File: src/rtl/seq_muldiv.sv
// seq_muldiv: iterative unsigned multiply / divide unit.
//
// Shift-add multiplication and restoring division, one pass through a single
// shared WIDTH+1 bit ripple-carry adder/subtractor per cycle. Latency is fixed:
// a start sampled at edge t gives a one-cycle done pulse in the cycle after
// edge t+WIDTH, regardless of operands (including divide by zero).
//
// Ports:
//   clk     rising-edge clock
//   rst     asynchronous active-high reset
//   start   request strobe, sampled when not busy (IDLE or FIN)
//   op      0=MUL (low product) 1=MULHU (high product) 2=DIVU 3=REMU
//   a       multiplicand / dividend
//   b       multiplier / divisor
//   flush   synchronous abort; wins over start, result is kept
//   busy    operation in progress
//   done    one-cycle pulse, result valid
//   result  selected result, held until the next operation completes

// Ripple-carry adder/subtractor. With sub=1 computes x - y as x + ~y + 1;
// cout=1 then means "no borrow" (x >= y).
module seq_muldiv_rca #(
  parameter int N = 33
) (
  input  logic [N-1:0] x,
  input  logic [N-1:0] y,
  input  logic         sub,
  output logic [N-1:0] sum,
  output logic         cout
);

  logic [N:0] carry;
  logic       yb;

  always_comb begin
    carry    = '0;
    sum      = '0;
    yb       = 1'b0;
    carry[0] = sub;
    for (int unsigned i = 0; i < N; i++) begin
      yb         = y[i] ^ sub;
      sum[i]     = x[i] ^ yb ^ carry[i];
      carry[i+1] = (x[i] & yb) | (carry[i] & (x[i] ^ yb));
    end
    cout = carry[N];
  end

endmodule

module seq_muldiv #(
  parameter int WIDTH = 32
) (
  input  logic             clk,
  input  logic             rst,
  input  logic             start,
  input  logic [1:0]       op,
  input  logic [WIDTH-1:0] a,
  input  logic [WIDTH-1:0] b,
  input  logic             flush,
  output logic             busy,
  output logic             done,
  output logic [WIDTH-1:0] result
);

  localparam int CW = (WIDTH > 1) ? $clog2(WIDTH) : 1;

  typedef enum logic [1:0] {
    IDLE,
    CALC,
    FIN
  } state_t;

  state_t state, state_next;

  logic [CW-1:0]    count;
  logic [1:0]       op_q;
  // opnd holds the operand that is added/subtracted each cycle:
  // the multiplicand for MUL/MULHU, the divisor for DIVU/REMU.
  logic [WIDTH-1:0] opnd;
  // hi/lo form the 2*WIDTH product register P for multiply and hold
  // remainder R (hi) and quotient Q (lo) for divide.
  logic [WIDTH-1:0] hi;
  logic [WIDTH-1:0] lo;

  logic             accept;
  logic             is_div;

  logic [WIDTH:0]   add_x;
  logic [WIDTH:0]   add_y;
  logic [WIDTH:0]   add_sum;
  logic             add_cout;
  logic             sub_en;

  logic [WIDTH-1:0] hi_next;
  logic [WIDTH-1:0] lo_next;

  // ---------------------------------------------------------------------------
  // Control FSM
  // ---------------------------------------------------------------------------
  always_ff @(posedge clk or posedge rst) begin
    if (rst) begin
      state <= IDLE;
    end else begin
      state <= state_next;
    end
  end

  always_comb begin
    state_next = state;
    busy       = 1'b0;
    done       = 1'b0;
    accept     = 1'b0;
    case (state)
      IDLE: begin
        if (start) begin
          state_next = CALC;
          accept     = 1'b1;
        end
      end
      CALC: begin
        busy = 1'b1;
        if (count == '0) begin
          state_next = FIN;
        end
      end
      FIN: begin
        done = 1'b1;
        // A start in FIN is taken immediately so operations can run back-to-back.
        if (start) begin
          state_next = CALC;
          accept     = 1'b1;
        end else begin
          state_next = IDLE;
        end
      end
      default: begin
        state_next = IDLE;
      end
    endcase
    if (flush) begin
      state_next = IDLE;
      accept     = 1'b0;
    end
  end

  // ---------------------------------------------------------------------------
  // Shared adder: operands come only from latched state, never the live inputs
  // ---------------------------------------------------------------------------
  assign is_div = op_q[1];

  always_comb begin
    sub_en = 1'b0;
    add_x  = {1'b0, hi};
    add_y  = '0;
    if (state == CALC) begin
      if (is_div) begin
        // T = {R, Q msb}, D = T - {0, divisor}
        sub_en = 1'b1;
        add_x  = {hi, lo[WIDTH-1]};
        add_y  = {1'b0, opnd};
      end else if (lo[0]) begin
        add_y = {1'b0, opnd};
      end
    end
  end

  seq_muldiv_rca #(
    .N(WIDTH + 1)
  ) u_rca (
    .x    (add_x),
    .y    (add_y),
    .sub  (sub_en),
    .sum  (add_sum),
    .cout (add_cout)
  );

  always_comb begin
    if (is_div) begin
      // Restoring step: keep D when there was no borrow, otherwise keep T.
      hi_next = add_cout ? add_sum[WIDTH-1:0] : add_x[WIDTH-1:0];
      lo_next = {lo[WIDTH-2:0], add_cout};
    end else begin
      // P = {S, P_lo >> 1}: the WIDTH+1 bit sum shifts in from the top.
      hi_next = add_sum[WIDTH:1];
      lo_next = {add_sum[0], lo[WIDTH-1:1]};
    end
  end

  // ---------------------------------------------------------------------------
  // Datapath registers
  // ---------------------------------------------------------------------------
  always_ff @(posedge clk or posedge rst) begin
    if (rst) begin
      count  <= '0;
      op_q   <= '0;
      opnd   <= '0;
      hi     <= '0;
      lo     <= '0;
      result <= '0;
    end else if (accept) begin
      op_q  <= op;
      opnd  <= op[1] ? b : a;
      hi    <= '0;
      lo    <= op[1] ? a : b;
      count <= CW'(WIDTH - 1);
    end else if (flush) begin
      count <= '0;
    end else if (state == CALC) begin
      hi <= hi_next;
      lo <= lo_next;
      if (count == '0) begin
        // Final iteration: capture the selected half of the updated registers
        // so result is valid during the FIN (done) cycle.
        result <= op_q[0] ? hi_next : lo_next;
      end else begin
        count <= count - 1'b1;
      end
    end
  end

endmodule

File: config.mk
export PLATFORM = sky130hd
export DESIGN_NAME = seq_muldiv
export DESIGN_NICKNAME = d
export VERILOG_FILES = /design/src/rtl/seq_muldiv.sv
export SDC_FILE = /design/constraint.sdc
export NUM_CORES = 1
export LEC_CHECK = 0
export ABC_CLOCK_PERIOD_IN_PS = 37100
export CORE_UTILIZATION = 45
export DETAILED_ROUTE_END_ITERATION = 6
export HOLD_SLACK_MARGIN = 0.05
export PLACE_DENSITY = 0.66
export SKIP_CTS_REPAIR_TIMING = 1
export SYNTH_ARGS = -nofsm -noshare
export SYNTH_HDL_FRONTEND = slang
export SYNTH_SLANG_ARGS = --single-unit
File: constraint.sdc
create_clock -name clk -period 37.1 [get_ports clk]
set_input_delay 9.275 -clock clk [delete_from_list [all_inputs] [get_ports clk]]
set_output_delay 9.275 -clock clk [all_outputs]
set_load 0.1 [all_outputs]
==> impl_metrics.tcl, run 1 <==
set metrics [dict create \
    ys_warn_count 0 \
    fmax_mhz 54.3 \
    crit_path_frequent_cell "sky130_fd_sc_hd__fa_1" \
    finalNetCount 1152 \
    maxSlewHeadroom 0.170 \
    syn_nets 1104 \
    clock_sinks 137 \
    ctsHtreeMaxLevel 4 \
    whs_ns 0.501 \
    status "completed" \
    cp.required_ns 37.36 \
    gr_ovfl_total 0 \
    cellInternalPower_w 0.000434 \
    sequential_group_share_of_total_power 0.302 \
    part_of_the_total_power_dissipated_in_combinational_logic 0.470 \
    post-route-drc-count 0 \
    min-delay-path-class "register to register" \
    grt_antenna_before_repair 0 \
    avgSynthCellArea_sq_um 9.31 \
    final_period_minus_worst_setup_slack_ns 18.41 \
    first_global_vias 7303 \
    critPathSlowestCell "sky130_fd_sc_hd__inv_1" \
    diodes 0 \
    ant_nets 0 \
    firstDrtPassIters 5 \
    cts_tree "done" \
    setup_viol 0 \
    post_synthesis_register_bit_count 137 \
    first_iter_violations 687 \
    power.density_cell_area_nw_per_um2 72.2 \
    clockPowerShare 0.228 \
    drv_cap 0 \
    final.fill_count 1865 \
    switching_share 0.457 \
    routed-via-count 7595 \
    layout.cells.most_common_list "sky130_fd_sc_hd__mux2i_1, sky130_fd_sc_hd__dfrtp_1, sky130_fd_sc_hd__a21oi_1" \
    post-synth-top-area-cell "sky130_fd_sc_hd__dfrtp_1" \
    die_width_um 146 \
    clock_insertion_delay_worst_skew_ns 0.42 \
    synthDominantCellAreaShare 0.368 \
    floorplan.core_area_sq_um 20200 \
    timing.critical_path.to_type "register" \
    tightestPinTransition_ns 1.25 \
    crit_arrival_ns 18.67 \
    synth_top_cells_by_area "sky130_fd_sc_hd__dfrtp_1, sky130_fd_sc_hd__mux2i_1, sky130_fd_sc_hd__a21oi_1" \
    max-clock-path-buffers 2 \
    place.gp.congestion 0.825 \
    totalNegativeSetupSlack_ns 0 \
    root_buffer "sky130_fd_sc_hd__clkbuf_16" \
    grt_setup_unrepaired "false" \
    synthDistinctLibCells 40 \
    critical_path.max_fanout 41 \
    drt-wirelength-per-cell_um 18.6 \
    worstSetupStartpointType "register" \
    number_of_instances_in_the_synthesized_netlist 1000 \
    ys_seq_area_frac 0.368 \
    worst_setup_hold_path_clk_slew_ns 0.06 \
    initial_utilization 0.460 \
    grt_first_pass_wirelength_um 40700 \
    floorplan.io_pins 104 \
    total_routing_usage_gr 0.243 \
    routed_via_density 5.71 \
    maximum_number_of_pins_on_one_net_before_global_route_repair 71 \
    hpwlAfterDp_um 16400 \
    fp.dieH_um 146 \
    static-leakage-power_nw 4.74 \
    power.net_switching_w 0.000365 \
    area_growth_pct 19.0 \
    die_area_sq_um 21300 \
    slew_violations 0 \
    clock_skew_ns 0.00806 \
    vdd.ir_drop.worst_uv 42.2 \
    final_hold_viol_count 0 \
    port-buffer-count 103 \
    min_period_over_period 0.496 \
    cpPeakStageDelay_ns 1.03 \
    layout.cells.most_common "sky130_fd_sc_hd__mux2i_1" \
    critPathKind "register to register" \
    placement_rows 52 \
    layout-drive-gt1-share 0.0773 \
    cts_buffers 17 \
    routed_wl_um 24800 \
    area_of_the_mapped_netlist_sq_um 9310 \
]
## through the flow
| step | cells | power, W | instance area (sq um) | util | setup slack, ns |
|---|---|---|---|---|---|
| 3_5_place_dp | 1299 | 0.000616 | 10400 | 0.516 | 18.72 |
| 5_1_grt | 1331 | 0.000840 | 11100 | 0.547 | 17.79 |
| 2_1_floorplan | 1000 | 0.000515 | 9310 | - | 20.21 |
| 6_report | 1331 | 0.000799 | 11100 | 0.547 | 18.69 |
| 3_3_place_gp | 1299 | 0.000613 | 10400 | 0.516 | 18.97 |
| 4_1_cts | 1331 | 0.000801 | 11100 | 0.547 | 18.65 |
## per-layer routing
layer | wire (um) | vias up | GRT usage
met4 | 301 | 0 | 0.0668
met2 | 10800 | 246 | 0.355
met3 | 1390 | 27 | 0.0401
met5 | 0 | - | 0
li1 | - | 3621 | -
met1 | 12200 | 3701 | 0.368
## flip-flops by register name, summed over array words and instances, names as in the netlist
signal / flops
hi: 32
result: 32
count: 5
opnd: 32
lo: 32
op_q: 2
state: 2
## path summary, 6_finish.rpt
kind	start	to	slack [ns]	cells past startpoint
max in group asynchronous	rst	hi[8]$_DFFE_PP0P_	26.45	3
max	op_q[1]$_DFFE_PP0P_	result[0]$_DFFE_PP0P_	18.69	43
min reg2reg	result[31]$_DFFE_PP0P_	result[31]$_DFFE_PP0P_	0.50	2
min	result[31]$_DFFE_PP0P_	result[31]$_DFFE_PP0P_	0.50	2
min in group asynchronous	rst	result[29]$_DFFE_PP0P_	9.31	2
max reg2reg	op_q[1]$_DFFE_PP0P_	result[0]$_DFFE_PP0P_	18.69	43
## cells by family after synthesis
family | count (synthesis) | share of synthesized area
simple gates | 243 | 0.120
fa+ha+maj | 34 | 0.0715
flops | 137 | 0.368
buf+inv | 118 | 0.0519
mux | 169 | 0.184
xor+xnor | 35 | 0.0329
compound gates | 264 | 0.172
## layout make-up
class | count | area [sq um] | share of cell area
Clock inverter | 5 | 105 | 0.00949
Timing Repair Buffer | 114 | 1110 | 0.100
Multi-Input combinational cell | 745 | 5420 | 0.490
Tap cell | 270 | 338 | 0.0305
Clock buffer | 27 | 533 | 0.0481
Sequential cell | 137 | 3430 | 0.310
Inverter | 33 | 129 | 0.0116
## synthesized netlist by cell type
cell	instances
sky130_fd_sc_hd__mux2i_1	153
sky130_fd_sc_hd__dfrtp_1	137
sky130_fd_sc_hd__a21oi_1	132
sky130_fd_sc_hd__nand2_1	89
sky130_fd_sc_hd__nor2_1	80
sky130_fd_sc_hd__clkbuf_1	54
sky130_fd_sc_hd__o21ai_0	34
sky130_fd_sc_hd__nand2b_1	33
sky130_fd_sc_hd__fa_1	32
sky130_fd_sc_hd__inv_1	31
sky130_fd_sc_hd__o221ai_1	30
sky130_fd_sc_hd__xor2_1	30
sky130_fd_sc_hd__a31oi_1	24
sky130_fd_sc_hd__mux2_2	16
sky130_fd_sc_hd__buf_1	14
sky130_fd_sc_hd__buf_2	14
sky130_fd_sc_hd__o211ai_1	14
sky130_fd_sc_hd__or2_2	14
sky130_fd_sc_hd__a21o_1	12
sky130_fd_sc_hd__a41oi_1	11
sky130_fd_sc_hd__nor3b_1	8
sky130_fd_sc_hd__and2_1	7
sky130_fd_sc_hd__xnor2_1	5
sky130_fd_sc_hd__nand3_1	4
sky130_fd_sc_hd__buf_6	3
sky130_fd_sc_hd__nor2b_1	3
sky130_fd_sc_hd__ha_1	2
sky130_fd_sc_hd__o31ai_1	2
sky130_fd_sc_hd__a32oi_1	1
sky130_fd_sc_hd__clkinv_1	1
sky130_fd_sc_hd__inv_2	1
sky130_fd_sc_hd__nand3b_1	1
sky130_fd_sc_hd__nand4b_1	1
sky130_fd_sc_hd__nor3_1	1
sky130_fd_sc_hd__o2111ai_1	1
sky130_fd_sc_hd__o21a_1	1
sky130_fd_sc_hd__o311ai_0	1
sky130_fd_sc_hd__o31ai_2	1
sky130_fd_sc_hd__or3b_1	1
sky130_fd_sc_hd__or4b_4	1
## power by group through the flow
| stage | Clock (W) | Combinational (W) | Sequential (W) |
|---|---|---|---|
| after floorplan | 0 | 0.000163 | 0.000352 |
| after global placement | 0 | 0.000371 | 0.000242 |
| after detailed placement | 0 | 0.000374 | 0.000242 |
| after CTS | 0.000184 | 0.000376 | 0.000240 |
| after global routing | 0.000190 | 0.000403 | 0.000247 |
| final | 0.000183 | 0.000375 | 0.000241 |
## worst max-delay path: cells and delay by family, from the launching register on
kind	cells	cell delay (ns)
fa+ha+maj	32	14.37
buf+inv	5	1.57
flops	1	0.75
compound gates	4	0.67
simple gates	1	0.54
xor+xnor	1	0.28
Note: power is estimated with default switching activity, not from simulation.
==> run 2, diff against run 1 <==
--- a/config.mk
+++ b/config.mk
@@ -5,11 +5,11 @@
 export SDC_FILE = /design/constraint.sdc
 export NUM_CORES = 1
 export LEC_CHECK = 0
-export ABC_CLOCK_PERIOD_IN_PS = 37100
+export ABC_CLOCK_PERIOD_IN_PS = 16700
 export CORE_UTILIZATION = 45
 export DETAILED_ROUTE_END_ITERATION = 6
 export HOLD_SLACK_MARGIN = 0.05
-export PLACE_DENSITY = 0.66
+export PLACE_DENSITY = 0.69
 export SKIP_CTS_REPAIR_TIMING = 1
 export SYNTH_ARGS = -nofsm -noshare
 export SYNTH_HDL_FRONTEND = slang
==> constraint.sdc (replaced) <==
create_clock -name clk -period 16.7 [get_ports clk]
set_input_delay 4.175 -clock clk [delete_from_list [all_inputs] [get_ports clk]]
set_output_delay 4.175 -clock clk [all_outputs]
set_load 0.1 [all_outputs]
==> impl_metrics.tcl, run 2 (synthesis results as in run 1) <==
set metrics [dict create \
    cts_buffers 17 \
    worstReg2RegEnd "hi[31]$_DFFE_PP0P_" \
    gr_ovfl_total 0 \
    final.fill_count 1830 \
    diodes 0 \
    dpl.cell_count 1308 \
    worst_setup_hold_path_clk_slew_ns 0.06 \
    critPathKind "register to register" \
    port-buffer-count 103 \
    floorplan.io_pins 104 \
    ant_nets 0 \
    status "completed" \
    endpoint "hi[31]$_DFFE_PP0P_" \
    cpPeakStageDelay_ns 0.47 \
    maximum_number_of_pins_on_one_net_before_global_route_repair 75 \
    routed_via_density 5.73 \
    min-delay-path-class "register to register" \
    placement_rows 52 \
    first_global_vias 7549 \
    power.density_cell_area_nw_per_um2 159 \
    crit_path_frequent_cell "sky130_fd_sc_hd__fa_1" \
    whs_ns 0.484 \
    tightestPinTransition_ns 1.19 \
    final_period_minus_worst_setup_slack_ns 16.05 \
    routed-via-count 7684 \
    drt-wirelength-per-cell_um 18.7 \
    cp_num_buf_inv 7 \
    worstHoldStart "op_q[0]$_DFFE_PP0P_" \
    postLayoutCoreUtil 0.551 \
    die_area_sq_um 21300 \
    startpoint "state[0]$_DFFE_PP0P_" \
    timing.critical_path.to_type "register" \
    layout.cells.most_common_list "sky130_fd_sc_hd__mux2i_1, sky130_fd_sc_hd__dfrtp_1, sky130_fd_sc_hd__a21oi_1" \
    layout.cells.most_common "sky130_fd_sc_hd__mux2i_1" \
    firstDrtPassIters 5 \
    grt_first_pass_wirelength_um 40800 \
    finalNetCount 1161 \
    floorplan.core_area_sq_um 20200 \
    max-clock-path-buffers 2 \
    post-route-drc-count 0 \
    critical_path.max_fanout 21 \
    initial_utilization 0.460 \
    grt_setup_unrepaired "false" \
    reg2reg_setup_slack_ns 0.65 \
    routed_wl_um 25100 \
    critPathSlowestCell "sky130_fd_sc_hd__fa_1" \
    fp.dieH_um 146 \
    maxSlewHeadroom 0.206 \
    area_growth_pct 19.7 \
    drv_cap 0 \
    fmax_mhz 62.3 \
    ctsHtreeMaxLevel 4 \
    stdcell_count 1340 \
    cp.required_ns 16.95 \
    worst-path-stages 46 \
    clock_skew_ns 0.00816 \
    post-route-worst-setup-slack_ns 0.646 \
    crit_arrival_ns 16.31 \
    setup_viol 0 \
    root_buffer "sky130_fd_sc_hd__clkbuf_16" \
    place_ws_ns 0.311 \
    totalNegativeSetupSlack_ns 0 \
    vdd.ir_drop.worst_uv 88.8 \
    slew_violations 0 \
    worstSetupStartpointType "register" \
    min_period_over_period 0.961 \
    static-leakage-power_nw 4.76 \
    clock_insertion_delay_worst_skew_ns 0.43 \
    clock_sinks 137 \
    rr_startpoint "state[0]$_DFFE_PP0P_" \
    layout-drive-gt1-share 0.0953 \
    cts_tree "done" \
    grt_antenna_before_repair 0 \
    crit_family "adder cells" \
    die_width_um 146 \
    final_hold_viol_count 0 \
    first_iter_violations 552 \
    hpwlAfterDp_um 16700 \
    reg2regPathDepth 46 \
    place.gp.congestion 0.861 \
    total_routing_usage_gr 0.245 \
]
run 2: cell count changes in the layout (fill, tap and decap cells not counted), moves of 2 or more:
cell,before,now
sky130_fd_sc_hd__fa_2,0,6
sky130_fd_sc_hd__fa_1,32,26
sky130_fd_sc_hd__clkinvlp_4,2,6
sky130_fd_sc_hd__clkinv_2,0,2
sky130_fd_sc_hd__buf_4,12,20
sky130_fd_sc_hd__clkbuf_8,7,3
sky130_fd_sc_hd__clkbuf_1,3,1
run 2: layout make-up:
cell class / instances / area [sq um] / share of cell area
multi-input combinational: 745 / 5450 / 0.489
clock inverter: 11 / 145 / 0.0130
tap: 270 / 338 / 0.0303
timing repair buffer: 123 / 1180 / 0.106
clock buffer: 21 / 470 / 0.0422
sequential: 137 / 3430 / 0.308
inverter: 33 / 129 / 0.0116
run 2: stage by stage:
step / instance area [sq um] / power (W)
floorplan: 9310 / 0.00114
global placement: 10500 / 0.00137
detailed placement: 10500 / 0.00137
CTS: 11100 / 0.00177
global route: 11100 / 0.00186
finish: 11100 / 0.00177
run 2: worst min path at each step:
stage,slack (ns),cells past startpoint,to
after global placement,0.46,2,op_q[0]$_DFFE_PP0P_
after detailed placement,0.47,2,op_q[0]$_DFFE_PP0P_
after global routing,0.53,2,op_q[0]$_DFFE_PP0P_
after floorplan,0.47,2,lo[30]$_DFFE_PP0P_
after CTS,0.49,2,op_q[0]$_DFFE_PP0P_
final,0.48,2,op_q[0]$_DFFE_PP0P_
run 2: worst min-delay path: cells and delay by family (launching register included):
| family | cells | cell delay, ns |
|---|---|---|
| DFF | 1 | 0.34 |
| and+or+nand+nor | 2 | 0.11 |
run 2: where the power goes:
group	leakage, nW	total, W	switching (W)	internal [W]
logic	2.81	0.000850	0.000579	0.000271
clock network	0.283	0.000393	0.000147	0.000246
registers	1.67	0.000528	0.0000961	0.000432
run 2: layer usage:
layer | share of wire | GRT usage | vias to the layer above | wire length [um]
li1 | - | - | 3642 | -
met1 | 0.47 | 0.357 | 3736 | 11800
met2 | 0.44 | 0.357 | 274 | 11100
met3 | 0.071 | 0.0461 | 32 | 1780
met4 | 0.017 | 0.0958 | 0 | 417
met5 | 0 | 0 | - | 0
